File: src/rtl/uart_rx_cmd.sv
`timescale 1ns/1ps
// UART 8N1 receiver with a single-byte command decoder that produces query/clear pulses.
// Latency: o_Rx_DV and the command pulses arrive one cycle after the stop-bit sample (the line also passes through SYNC_STAGES flops).
// Backpressure: none; each byte is presented for exactly one cycle and the consumer must take it then.
module uart_rx_cmd #(
    parameter int CLKS_PER_BIT = 87,
    parameter int SYNC_STAGES  = 2
) (
    input  logic       clk,
    input  logic       rst,
    input  logic       i_Rx_Serial,
    output logic       o_Rx_DV,
    output logic [7:0] o_Rx_Byte,
    output logic       o_Frame_Err,
    output logic       o_Query,
    output logic       o_Clear,
    output logic       o_Cmd_Err,
    output logic       o_Armed
);

    localparam int CW = $clog2(CLKS_PER_BIT);
    localparam logic [CW-1:0] CNT_LAST = CW'(CLKS_PER_BIT - 1);
    localparam logic [CW-1:0] CNT_MID  = CW'((CLKS_PER_BIT - 1) / 2);

    typedef enum logic [2:0] {
        S_IDLE,
        S_START,
        S_DATA,
        S_STOP,
        S_BREAK
    } state_t;

    logic [SYNC_STAGES-1:0] sync_q;
    logic                   line_s;

    state_t      state_q, state_d;
    logic [CW-1:0] cnt_q, cnt_d;
    logic [2:0]  bit_q, bit_d;
    logic [7:0]  shift_q, shift_d;
    logic        byte_done;
    logic        frame_bad;

    logic        armed_d;
    logic        query_d;
    logic        clear_d;
    logic        cmd_err_d;

    logic        dv_q;
    logic [7:0]  byte_q;
    logic        ferr_q;
    logic        query_q;
    logic        clear_q;
    logic        cmd_err_q;
    logic        armed_q;

    // Bring the asynchronous line into the clock domain; resets to idle-high.
    always_ff @(posedge clk) begin
        if (rst) begin
            sync_q <= '1;
        end else begin
            sync_q <= {sync_q[SYNC_STAGES-2:0], i_Rx_Serial};
        end
    end

    assign line_s = sync_q[SYNC_STAGES-1];

    // Receiver state, bit timing and shift register.
    always_ff @(posedge clk) begin
        if (rst) begin
            state_q <= S_IDLE;
            cnt_q   <= '0;
            bit_q   <= '0;
            shift_q <= '0;
        end else begin
            state_q <= state_d;
            cnt_q   <= cnt_d;
            bit_q   <= bit_d;
            shift_q <= shift_d;
        end
    end

    // Frame sequencing: mid-start qualification, one sample per bit period, stop check.
    always_comb begin
        state_d   = state_q;
        cnt_d     = cnt_q;
        bit_d     = bit_q;
        shift_d   = shift_q;
        byte_done = 1'b0;
        frame_bad = 1'b0;
        case (state_q)
            S_IDLE: begin
                cnt_d = '0;
                if (!line_s) begin
                    state_d = S_START;
                end
            end
            S_START: begin
                if (cnt_q == CNT_MID) begin
                    cnt_d = '0;
                    if (!line_s) begin
                        state_d = S_DATA;
                        bit_d   = 3'd0;
                    end else begin
                        state_d = S_IDLE;
                    end
                end else begin
                    cnt_d = cnt_q + 1'b1;
                end
            end
            S_DATA: begin
                if (cnt_q == CNT_LAST) begin
                    cnt_d   = '0;
                    // LSB arrives first, so shifting right leaves it in bit 0 after eight samples.
                    shift_d = {line_s, shift_q[7:1]};
                    if (bit_q == 3'd7) begin
                        state_d = S_STOP;
                    end else begin
                        bit_d = bit_q + 3'd1;
                    end
                end else begin
                    cnt_d = cnt_q + 1'b1;
                end
            end
            S_STOP: begin
                if (cnt_q == CNT_LAST) begin
                    cnt_d = '0;
                    if (line_s) begin
                        byte_done = 1'b1;
                        state_d   = S_IDLE;
                    end else begin
                        frame_bad = 1'b1;
                        state_d   = S_BREAK;
                    end
                end else begin
                    cnt_d = cnt_q + 1'b1;
                end
            end
            S_BREAK: begin
                cnt_d = '0;
                if (line_s) begin
                    state_d = S_IDLE;
                end
            end
            default: begin
                state_d = S_IDLE;
                cnt_d   = '0;
            end
        endcase
    end

    // Command decode on the completed byte so its pulses line up with o_Rx_DV.
    always_comb begin
        armed_d   = armed_q;
        query_d   = 1'b0;
        clear_d   = 1'b0;
        cmd_err_d = 1'b0;
        if (byte_done) begin
            case (shift_d)
                8'h51, 8'h71: begin
                    query_d = 1'b1;
                    armed_d = 1'b0;
                end
                8'h43, 8'h63: begin
                    armed_d = 1'b1;
                end
                8'h21: begin
                    if (armed_q) begin
                        clear_d = 1'b1;
                        armed_d = 1'b0;
                    end else begin
                        cmd_err_d = 1'b1;
                    end
                end
                8'h0D, 8'h0A: begin
                    armed_d = armed_q;
                end
                default: begin
                    cmd_err_d = 1'b1;
                    armed_d   = 1'b0;
                end
            endcase
        end else if (frame_bad) begin
            armed_d = 1'b0;
        end
    end

    // Registered outputs: pulses for one cycle, byte and armed level held.
    always_ff @(posedge clk) begin
        if (rst) begin
            dv_q      <= 1'b0;
            byte_q    <= 8'h00;
            ferr_q    <= 1'b0;
            query_q   <= 1'b0;
            clear_q   <= 1'b0;
            cmd_err_q <= 1'b0;
            armed_q   <= 1'b0;
        end else begin
            dv_q      <= byte_done;
            byte_q    <= byte_done ? shift_d : byte_q;
            ferr_q    <= frame_bad;
            query_q   <= query_d;
            clear_q   <= clear_d;
            cmd_err_q <= cmd_err_d;
            armed_q   <= armed_d;
        end
    end

    assign o_Rx_DV     = dv_q;
    assign o_Rx_Byte   = byte_q;
    assign o_Frame_Err = ferr_q;
    assign o_Query     = query_q;
    assign o_Clear     = clear_q;
    assign o_Cmd_Err   = cmd_err_q;
    assign o_Armed     = armed_q;

endmodule

File: config.mk
export PLATFORM = sky130hd
export DESIGN_NAME = uart_rx_cmd
export DESIGN_NICKNAME = d
export VERILOG_FILES = /design/src/rtl/uart_rx_cmd.sv
export SDC_FILE = /design/constraint.sdc
export NUM_CORES = 1
export LEC_CHECK = 0
export ABC_AREA = 1
export BUFFER_PORTS_ARGS = -buffer_cell sky130_fd_sc_hd__buf_2
export CORE_UTILIZATION = 60
export CTS_BUF_LIST = sky130_fd_sc_hd__clkbuf_4 sky130_fd_sc_hd__clkbuf_8
export DETAILED_ROUTE_END_ITERATION = 8
export PLACE_DENSITY = 0.81
export SLEW_MARGIN = 20
export SYNTH_ARGS = -nofsm -noshare
export SYNTH_HDL_FRONTEND = slang
export SYNTH_SLANG_ARGS = --single-unit
export TNS_END_PERCENT = 100
File: constraint.sdc
create_clock -name clk -period 1.9 [get_ports clk]
set_input_delay 0.19 -clock clk [delete_from_list [all_inputs] [get_ports clk]]
set_output_delay 0.19 -clock clk [all_outputs]
set_load 0.1 [all_outputs]
==> Flow_metrics.wiki <==
{| class="wikitable"
! Metric !! Value
|-
| Status || finished, final reports clean
|-
| Placeable core area || 2570 um^2
|-
| Number of warning messages in the yosys log || 0
|-
| Maximum clock insertion buffer count || 2
|-
| Cell depth of the worst flop-to-flop path || 15
|-
| Placed Cells || 263
|-
| Main combinational cell family by area after synthesis || simple AND/OR/NAND/NOR gates
|-
| Number of H-tree levels || 2
|-
| Critical path launch point type || flop
|-
| Class of the worst hold path || in2reg
|-
| Worst Hold Slack || 0.0265 ns
|-
| Final Net Count || 253
|-
| Total DRC errors in the routed layout || 0
|-
| DIE AREA || 3020 um^2
|-
| Fraction of power spent switching nets || 0.321
|-
| Final instance area || 2030 um^2
|-
| Count of mapped cells out of synthesis || 220
|-
| Clock sink count || 37
|-
| Number of instances on the worst hold path || 2
|-
| Critical path class || reg2reg
|-
| First-pass GRT wire length || 5390 um
|-
| Worst-Skew Late Latency || 0.34 ns
|-
| Effective utilization at floorplan || 0.655
|-
| #FFs+latches synth || 37
|-
| Wirelength per Cell || 13.6 um
|-
| Pwr dens || 831 nW/um^2
|-
| GRT overflow || 0
|-
| Area contributors post-synth || dfxtp_1, nor2_1, nand2_1
|-
| Routability Congestion || 0.882
|-
| Kind of capture point of the worst setup path || flop
|-
| Final routed wirelength across all metal layers || 3770 um
|-
| Part of the Yosys area used for sequential elements || 0.440
|-
| Final-layout fill cell count || 168
|-
| Data required time of the worst path || 2.15 ns
|-
| Avg Synthesized Cell Area || 7.64 um^2
|-
| Pin count of the biggest net entering global routing || 18
|-
| Number of max-cap violations || 0
|-
| Number of top-level pins || 17
|-
| Total via count after detailed routing || 1,532
|-
| Setup ws final || 0.0200 ns
|-
| Clock share of power || 0.260
|-
| Fraction of synthesized area in multiplexers || 0
|-
| Syn_nets || 227
|-
| Power spent charging and discharging nets || 541 uW
|-
| End-of-flow core utilization || 0.790
|-
| Initial antenna violation count || 0
|-
| Share of the synthesized area in compound gates (AO/OA/AOI/OAI) || 0.124
|-
| Fmax achieved || 532 MHz
|-
| Clock tree from TritonCTS || yes
|-
| Final setup vio count || 0
|-
| Final-report max-slew violation count || 0
|-
| Post-Layout Cell Count || 276
|-
| Largest area contributor in the netlist || dfxtp_1
|-
| Via count of the first global-routing pass || 1,358
|-
| Lkg Pwr || 0.000859 uW
|-
| Minimum clock period after layout || 1.88 ns
|-
| Total CTS buffers || 5
|-
| X dimension of the die || 54.9 um
|-
| Ratio of routed vias to standard cells || 5.55
|-
| Area share of the largest cell type after synthesis || 0.440
|-
| Area added between synthesis and finish || 20.6%
|-
| Clock Skews || 0.00857 ns
|-
| Worst vdd ir || 0.000883 V
|-
| Global routing usage summed across all routing layers || 0.258
|-
| XOR/XNOR Fraction of Synth Area || 0.0208
|-
| Iteration-0 DRC Markers || 45
|-
| Final number of hold-violating endpoints || 0
|-
| Detailed Place HPWL || 2420 um
|-
| Final antenna-violating net count || 0
|-
| Post-route fraction of the period consumed by the critical path || 0.989
|-
| Internal Pwr Total || 1150 uW
|-
| Dpl cell area || 1790 um^2
|-
| CP Max Fanout || 7
|-
| Port Buffer Count || 16
|-
| Worst Path Arrival || 2.13 ns
|-
| Post-place setup slack || -0.00665 ns
|-
| Drt first pass iters || 4
|-
| Basic-gate share of the synthesized area counting and, or, nand and nor cells || 0.307
|-
| Adder-cell area share of the yosys netlist || 0.0298
|-
| Transition at the pin with the smallest max-transition slack || 0.490 ns
|-
| Combinational fraction of design power || 0.218
|-
| Number of distinct library cell variants in the gate-level netlist after synthesis || 33
|-
| Synth Cell Area || 1680 um^2
|-
| Share of total power in sequential cells || 0.522
|-
| Clock root cell || clkbuf_4
|-
| Headroom to the max-slew limit || 0.676
|-
| Number of diodes || 0
|-
| Die H || 54.9 um
|-
| Fraction of layout cells with a size suffix above 1 || 0.313
|-
| Clock-pin transition on the worst setup and hold timing paths || 0.11 ns
|-
| Site row count || 18
|}
==> synthesized netlist by cell type <==
cell type and number:
o211ai_1 1, nand2_1 31, xor2_1 2, inv_1 22
nor3_1 3, a21oi_2 1, buf_6 1, nand2_4 1
inv_2 2, or2_2 2, a21oi_1 15, buf_2 2
nand2_2 7, nor2_2 4, a211oi_1 3, o21ai_1 1
nor3_2 1, ha_1 4, nor2_1 34, o221ai_1 1
buf_1 1, nand3_4 1, and2_1 1, o21ai_0 11
buf_4 1, dfxtp_1 37, nor2_4 1, nand3_1 19
nor3b_1 2, clkbuf_1 2, nand3_2 1, o21ai_2 3
xnor2_1 2
==> flip-flops by register name, summed over array words and instances (netlist names) <==
signal       cells
bit_q            3
cnt_q            7
state_q          3
sync_q           2
o_Clear          1
o_Frame_Err      1
shift_q          8
o_Cmd_Err        1
o_Rx_DV          1
o_Armed          1
o_Query          1
o_Rx_Byte        8
==> power by group through the flow <==
stage | registers (uW) | logic [uW] | clock network [uW]
2_1_floorplan | 883 | 272 | 0
3_3_place_gp | 889 | 322 | 0
3_5_place_dp | 894 | 337 | 0
4_1_cts | 876 | 338 | 437
6_report | 881 | 368 | 438
5_1_grt | 886 | 421 | 461
==> worst paths after layout <==
kind,start,endpoint,slack [ns]
worst min-delay path,i_Rx_Serial,sync_q[0],0.03
worst min register to register,sync_q[0],sync_q[1],0.44
worst max register to register,cnt_q[1],o_Armed,0.02
worst max-delay path,cnt_q[1],o_Armed,0.02
==> routing by layer <==
metal  share of wire  up-vias  GRT usage
li1                -      765          -
met1            0.45      712      0.292
met2            0.49       45      0.452
met3           0.039       10     0.0628
met4           0.023        0      0.121
met5               0        -          0
==> cells by family (layout without fill, tap and decap cells) <==
family | after synthesis | in the layout
xor+xnor | 4 | 4
fa+ha+maj | 4 | 4
buf+inv | 31 | 56
simple gates | 108 | 109
flops | 37 | 37
compound gates | 36 | 36
==> critical path: stages (launching register included) <==
cell     delay [ns]
dfxtp_1        0.40
ha_4           0.15
nand2_2        0.06
nor2_4         0.14
buf_6          0.12
nand3_4        0.12
nand2_4        0.12
nand2_4        0.07
nor2_2         0.12
nand2_1        0.06
nand2_1        0.09
nand2_2        0.07
nand2_2        0.07
nand3_1        0.07
nand2_1        0.07
nor2_1         0.05
==> layout by cell type (no fill, tap or decap), drive strengths merged <==
| cell type | Yosys | layout |
|---|---|---|
| and2 | 1 | 1 |
| a211oi | 3 | 3 |
| clkbuf | 2 | 7 |
| or2 | 2 | 2 |
| nor2 | 39 | 39 |
| nor3b | 2 | 2 |
| nor3 | 4 | 4 |
| nand3 | 21 | 22 |
| o211ai | 1 | 1 |
| xor2 | 2 | 2 |
| o21ai | 15 | 15 |
| buf | 5 | 25 |
| xnor2 | 2 | 2 |
| inv | 24 | 24 |
| nand2 | 39 | 39 |
| a21oi | 16 | 16 |
| ha | 4 | 4 |
| dfxtp | 37 | 37 |
| o221ai | 1 | 1 |
==> repair_timing <==
item,CTS,global route
resized for setup,2,32
pin swaps,1,11
cloned,0,1
endpoints found under the setup margin,2,4
hold buffers,0,0
setup buffers,0,5
==> final cells by class <==
cell class	count	area (um^2)	area share
clock buffer	7	58.8	0.0290
multi-input combinational	153	945	0.466
timing repair buffer	25	155	0.0765
sequential	37	742	0.366
tap	30	37.5	0.0185
inverter	24	90.1	0.0444
==> metrics by stage <==
step	setup TNS [ns]	power [uW]
after floorplan	0	1160
after global placement	0	1210
after detailed placement	-0.00665	1230
after CTS	0	1650
after global routing	-0.0806	1770
final	0	1690
(Power assumes the default switching activity.)
